--- config.mk ---
export PLATFORM = sky130hd
export DESIGN_NAME = osd_trace_depacketization
export DESIGN_NICKNAME = d
export VERILOG_FILES = /design/src/rtl/osd_trace_depacketization.sv
export SDC_FILE = /design/constraint.sdc
export NUM_CORES = 1
export LEC_CHECK = 0
export ABC_AREA = 1
export BUFFER_PORTS_ARGS = -buffer_cell sky130_fd_sc_hd__buf_4
export CAP_MARGIN = 40
export CORE_MARGIN = 8
export CORE_UTILIZATION = 30
export CTS_BUF_LIST = sky130_fd_sc_hd__clkbuf_16
export DETAILED_ROUTE_END_ITERATION = 7
export PLACE_DENSITY = 0.52
export SYNTH_ARGS = -nofsm -noshare
export SYNTH_HDL_FRONTEND = slang
export SYNTH_SLANG_ARGS = --single-unit
export TNS_END_PERCENT = 50
--- constraint.sdc ---
create_clock -name clk -period 2.97 [get_ports clk]
set_input_delay 0 -clock clk [delete_from_list [all_inputs] [get_ports clk]]
set_output_delay 0 -clock clk [all_outputs]
set_load 0.01 [all_outputs]
--- src/rtl/osd_trace_depacketization.sv ---
// osd_trace_depacketization: reassembles DII trace event packets into WIDTH-bit trace or overflow records
package osd_dii_pkg;
   typedef struct packed {
      logic        valid;
      logic        last;
      logic [15:0] data;
   } dii_flit;
endpackage

module osd_trace_depacketization
   import osd_dii_pkg::*;
#(
   parameter int WIDTH = 165
) (
   input  logic             clk,
   input  logic             rst,
   input  logic [15:0]      id,
   input  dii_flit          debug_in,
   output logic             debug_in_ready,
   output logic [WIDTH-1:0] trace_data,
   output logic             trace_overflow,
   output logic [15:0]      trace_src,
   output logic             trace_valid,
   input  logic             trace_ready,
   output logic             err
);
   localparam int NW = (WIDTH + 15) / 16;
   localparam int CW = $clog2(NW + 1);
   localparam logic [2:0] DEST = 3'd0, SRC = 3'd1, FLAGS = 3'd2, PAYLOAD = 3'd3, DROP = 3'd4, OUT = 3'd5;
   logic [2:0]       state_q, state_d;
   logic [CW-1:0]    cnt_q, cnt_d, last_idx;
   logic [WIDTH-1:0] data_q, data_d;
   logic [15:0]      src_q, src_d;
   logic             ovf_q, ovf_d, err_q, err_d, acc, known;
   assign acc            = debug_in.valid & debug_in_ready;
   assign known          = debug_in.data[15:14] == 2'b10 && (debug_in.data[13:10] == 4'd0 || debug_in.data[13:10] == 4'd5);
   assign last_idx       = ovf_q ? '0 : CW'(NW - 1);
   assign debug_in_ready = state_q != OUT;
   assign trace_valid    = state_q == OUT;
   assign trace_data     = data_q;
   assign trace_overflow = ovf_q;
   assign trace_src      = src_q;
   assign err            = err_q;
   always_comb begin
      state_d = state_q;
      cnt_d   = cnt_q;
      data_d  = data_q;
      src_d   = src_q;
      ovf_d   = ovf_q;
      err_d   = 1'b0;
      case (state_q)
         DEST: if (acc) begin
            state_d = debug_in.last ? DEST : (debug_in.data == id ? SRC : DROP);
            err_d   = debug_in.last || debug_in.data != id;
         end
         SRC: if (acc) begin
            src_d   = debug_in.data;
            state_d = debug_in.last ? DEST : FLAGS;
            err_d   = debug_in.last;
         end
         FLAGS: if (acc) begin
            state_d = debug_in.last ? DEST : (known ? PAYLOAD : DROP);
            err_d   = debug_in.last || !known;
            cnt_d   = '0;
            data_d  = '0;
            ovf_d   = debug_in.data[13:10] == 4'd5;
         end
         PAYLOAD: if (acc) begin
            // bits beyond WIDTH-1 in the final word simply have no destination
            for (int b = 0; b < WIDTH; b++)
               if (CW'(b / 16) == cnt_q) data_d[b] = debug_in.data[b % 16];
            cnt_d   = cnt_q + 1'b1;
            state_d = cnt_q == last_idx ? (debug_in.last ? OUT : DROP) : (debug_in.last ? DEST : PAYLOAD);
            err_d   = cnt_q == last_idx ? !debug_in.last : debug_in.last;
         end
         DROP: if (acc && debug_in.last) state_d = DEST;
         OUT: if (trace_ready) state_d = DEST;
         default: state_d = DEST;
      endcase
   end
   always_ff @(posedge clk) begin
      if (!rst) begin
         state_q <= DEST;
         cnt_q   <= '0;
         data_q  <= '0;
         src_q   <= '0;
         ovf_q   <= 1'b0;
         err_q   <= 1'b0;
      end else begin
         state_q <= state_d;
         cnt_q   <= cnt_d;
         data_q  <= data_d;
         src_q   <= src_d;
         ovf_q   <= ovf_d;
         err_q   <= err_d;
      end
   end
endmodule

# After elaboration in Yosys (flattened, before gate mapping)
# Cells that the tools add are included.
# classes
n_eq_ne,38
reduce_logical,26
order_cmp,0
n_div,0
multipliers,0
n_shift,0
bitwise,1
n_mux,193
n_addsub,1
# ops
op,n
165-bit two-way mux,2
165-bit case mux with 2 select lines,1
1-bit two-way mux,171
4-bit AND reduction,11
3-bit two-way mux,11
2-bit inequality test (second input constant),16
3-bit case mux with 6 select lines,1
16-bit == test,1
3-bit by 4-bit == test with 1-bit output (first input constant),4
16-bit inequality test,1
4-bit == test (first input constant),3
4-bit two-way mux,3
2-bit by 4-bit == test with 1-bit output (first input constant),2
4-bit logical NOT,2
4-bit case mux with 2 select lines,1
3-bit by 2-bit == test with 1-bit output (second input constant),2
3-bit == test (second input constant),2
6-bit AND reduction,1
4-bit by 1-bit adder with 4-bit output (second input constant),1
1-bit by 4-bit == test with 1-bit output (first input constant),1
4-bit by 3-bit == test with 1-bit output (second input constant),1
4-bit == test,1
2-bit two-way mux,2
1-bit case mux with 4 select lines,1
12 further kinds,17
# word_totals
mem_bits_rw,0
mem_count,0
word_cells,275
input_bits,37
latchBits,0
rom_bits,0
regBits,190

# Depth between registers and ports, before layout
# logic_depth
ltp_word,7
depth_mapped,11
mapped_depth_nobuf,11

# Worst setup path after synthesis
# Ideal clock, no wire load.
# synth_path
kind,flip-flop to flip-flop
start,register state_q[2]
end,register data_q[73] (netlist: trace_data[73])
path_stages_with_launch,11
path_slack_ps,1380
arrival_time_ps,1459
period_less_slack_ps,1590
cell_sequence,dfxtp_1 -> inv_2 -> nand2_2 -> nor2_8 -> inv_4 -> buf_8 -> nor3_4 -> nor2_4 -> buf_2 -> nand2_1 -> a21oi_2
# synth_via
elab_chain_len,4
word_cells_on_any_way,10
# synth_rtl
item,line,text
"start, declared",30,"logic [2:0] state_q, state_d;"
"start signal, assigned",90,state_q <= state_d;
3-bit inequality test,38,assign debug_in_ready = state_q != OUT;
1-bit AND,35,assign acc = debug_in.valid & debug_in_ready;
2-bit inequality test (no source line),n/a,
4-bit AND reduction (no source line),n/a,
"end signal, assigned",92,data_q <= data_d;
"end, declared",32,"logic [WIDTH-1:0] data_q, data_d;"
# Several ways; a longest one is shown, not always the timed one.
# A chain may end at the register's enable or synchronous reset.

# Worst setup path in the final report
# layout_path
start,register cnt_q[1]
end,register data_q[140] (netlist: trace_data[140])
# layout_via
elab_chain_len,3
# layout_rtl
item,line,text
"start, declared",31,"logic [CW-1:0] cnt_q, cnt_d, last_idx;"
"start signal, assigned",91,cnt_q <= cnt_d;
4-bit == test,71,if (CW'(b / 16) == cnt_q) data_d[b] = debug_in.data[b % 16];
2-bit inequality test (no source line),n/a,
4-bit AND reduction (no source line),n/a,
# Every way passes these cells.

==> summary.txt <==
Commonest cells after routing, fill and taps aside = 241 x buf_4, 229 x nor2_1, 191 x nand2_1
Max cap viols = 0
Crit-path slowest cell = clkinv_1
Critical Path RT = 3.28 ns
Largest stage delay on the critical path = 0.49 ns
Crit path kind = register to register
Share of cells above drive strength 1 = 25.1%
Main flop type after synthesis = dfxtp_1
Die extent in x = 173 um
Final hold viol count = 0
Clock Sinks = 190
Final Critical Period = 2.33 ns
Post-synth EDFFs = 0
Worst Path Arrival = 2.64 ns
Multi-input gate area = 0.00311 mm^2
Number of remaining DRC errors = 0
Async set-or-reset flop fraction in the synthesized netlist = 0%
Num rows = 57
Die area = 0.0300 mm^2
Drt pass-1 iters = 5
Via density = 4.57
Routability cong. = 0.754
Worst setup EP type = register
Clock root buffer = clkbuf_16
Area added between synthesis and finish = 37.3%
Mapped Cells = 996
Pwr dens = 497 mW/mm^2
Number of global-route vias before repair = 7,032
Clock buffer depth = 2
Sequential share of the synthesized area = 51.3%
Slew Limit Headroom = 45.1%
# IOs = 222
WL/cell = 18.1 um
Tightest Pin Transition = 0.822 ns
Antenna violations before repair = 0
Avg Inst Size Synth = 7.44 um^2
Count of cell types in the netlist = 31
Fin nets = 1,266
Max Slew Vio Count = 0
Vias post-DR = 7,126
Final TNS setup = 0 ns
Post-CTS Resized = 0
DRT iter0 DRCs = 413
Routed Antenna Nets = 0
Leakage power = 4.76 nW
Largest net degree at the start of global routing = 76
Inserted Clock Buffers = 17
Htree depth = 4
Crit start category = register
Worst Hold Class = input pin to register
RSZ-0062 raised after global routing = false
Worst-path cell chain = inv_1 -> ha_1 -> inv_1 -> o21ai_0 -> nand2_1 -> clkinv_1 -> o21ai_0 -> a21oi_1
CTS tree = done
Routed wire length = 28.3 mm
Syn_nets = 1,038
Synth Cell Area = 0.00741 mm^2
FILL cells = 2,515
Synth Register Bits = 190
Final period util = 78.6%
Register area = 0.00380 mm^2
FMAX = 429 MHz
First-pass GRT wire length = 43.0 mm
Critical Path Fanout Max = 18
ANT cells = 0
# setup viols final = 0
Core ar. = 0.0243 mm^2
Port Buf Inserts = 221
Fin worst setup slack = 0.637 ns
Die Y = 173 um
Clock transition at the registers of the reported paths = 0.07 ns
Most common cell after layout, fill and taps aside = buf_4
Setup Slack @ Placement = 0.655 ns
Total gr overflow = 0
Total GRT Usage = 18.4%
Clk_lat worst skew = 0.43 ns
Clk_skew = 0.0105 ns
Synthesis Warnings = 0
Starting Density = 30.5%
Max VDD drop = 246 uV
Outcome = complete, no violations
Detailed Place HPWL = 19.4 mm
-- metal layers --
metal,vias to the layer above,GRT usage (%),share of wire [%]
met5,-,0,0
met4,0,6.25,2.3
met3,34,5.36,6.7
met2,222,30.0,46
met1,3253,23.0,45
li1,3617,-,-
-- state kept, by name, summed over array words and instances (netlist names) --
signal,flops
trace_data,165
trace_src,16
cnt_q,4
state_q,3
err,1
trace_overflow,1
-- worst max-delay path, delay by kind of cell (launching register included) --
family	cells	cell delay, ns
adder cells (fa/ha/maj)	1	0.22
buffers and inverters	3	0.73
flip-flops	1	0.45
AO/OA/AOI/OAI	3	0.48
AND/OR/NAND/NOR	1	0.34
-- worst paths after layout --
path | startpoint | end | slack, ns | cells after the start
max | cnt_q[1] | trace_data[140] | 0.64 | 8
max reg2reg | cnt_q[1] | trace_data[140] | 0.64 | 8
min | debug_in[17] | cnt_q[0] | 0.12 | 5
min reg2reg | trace_data[89] | trace_data[89] | 0.47 | 2
-- timing repair --
action,in CTS,in global routing
hold buffers,19,0
endpoints found under the hold margin,25,0
buffers inserted,0,0
-- area by class of cell --
class | instances | share of cell area [%]
Tap cell | 324 | 3.98
Clock inverter | 14 | 1.55
Multi-Input combinational cell | 688 | 30.6
Clock buffer | 17 | 4.18
Sequential cell | 190 | 37.4
Inverter | 66 | 2.46
Timing Repair Buffer | 261 | 19.8
-- power breakdown --
group          internal [mW]  leakage, nW  switching, mW
Clock                   1.26        0.282           1.07
Combinational         0.0791         2.95          0.103
Sequential              2.55         1.53        0.00118
Total                   3.88         4.76           1.18
-- kinds of logic (layout without fill, tap and decap cells) --
kind of cell / count (synthesis) / count (layout) / share of synthesized area [%]
and+or+nand+nor: 450 / 450 / 24.1
DFF: 190 / 190 / 51.3
adders and majority gates: 5 / 5 / 0.844
buffers and inverters: 118 / 358 / 6.72
AOI/OAI and AO/OA: 233 / 233 / 17.0
-- stage by stage --
step	cell area (um^2)	util (%)	cells	hold WS (ns)	total power, mW
finish	10200	41.8	1560	0.124	5.06
global route	10200	41.8	1560	0.146	5.23
detailed placement	9400	38.7	1510	0.295	2.77
CTS	10200	41.8	1560	0.106	5.11
floorplan	7410	-	996	0.168	2.69
global placement	9380	38.6	1509	0.288	2.77
-- Yosys cell counts (all sizes together) (2+ instances only) --
cell | number | area share [%]
nor2 | 242 | 13
nor3 | 3 | 0.42
buf | 27 | 2.1
dfxtp | 190 | 51
inv | 62 | 3.2
clkbuf | 25 | 1.3
a21oi | 93 | 7.3
clkinv | 4 | 0.20
ha | 5 | 0.84
o21ai | 134 | 9.1
nand2 | 192 | 9.8
nor3b | 2 | 0.20
a211oi | 4 | 0.41
nand3 | 9 | 0.61
o211ai | 2 | 0.20
Note: power is estimated with default switching activity, not from simulation.
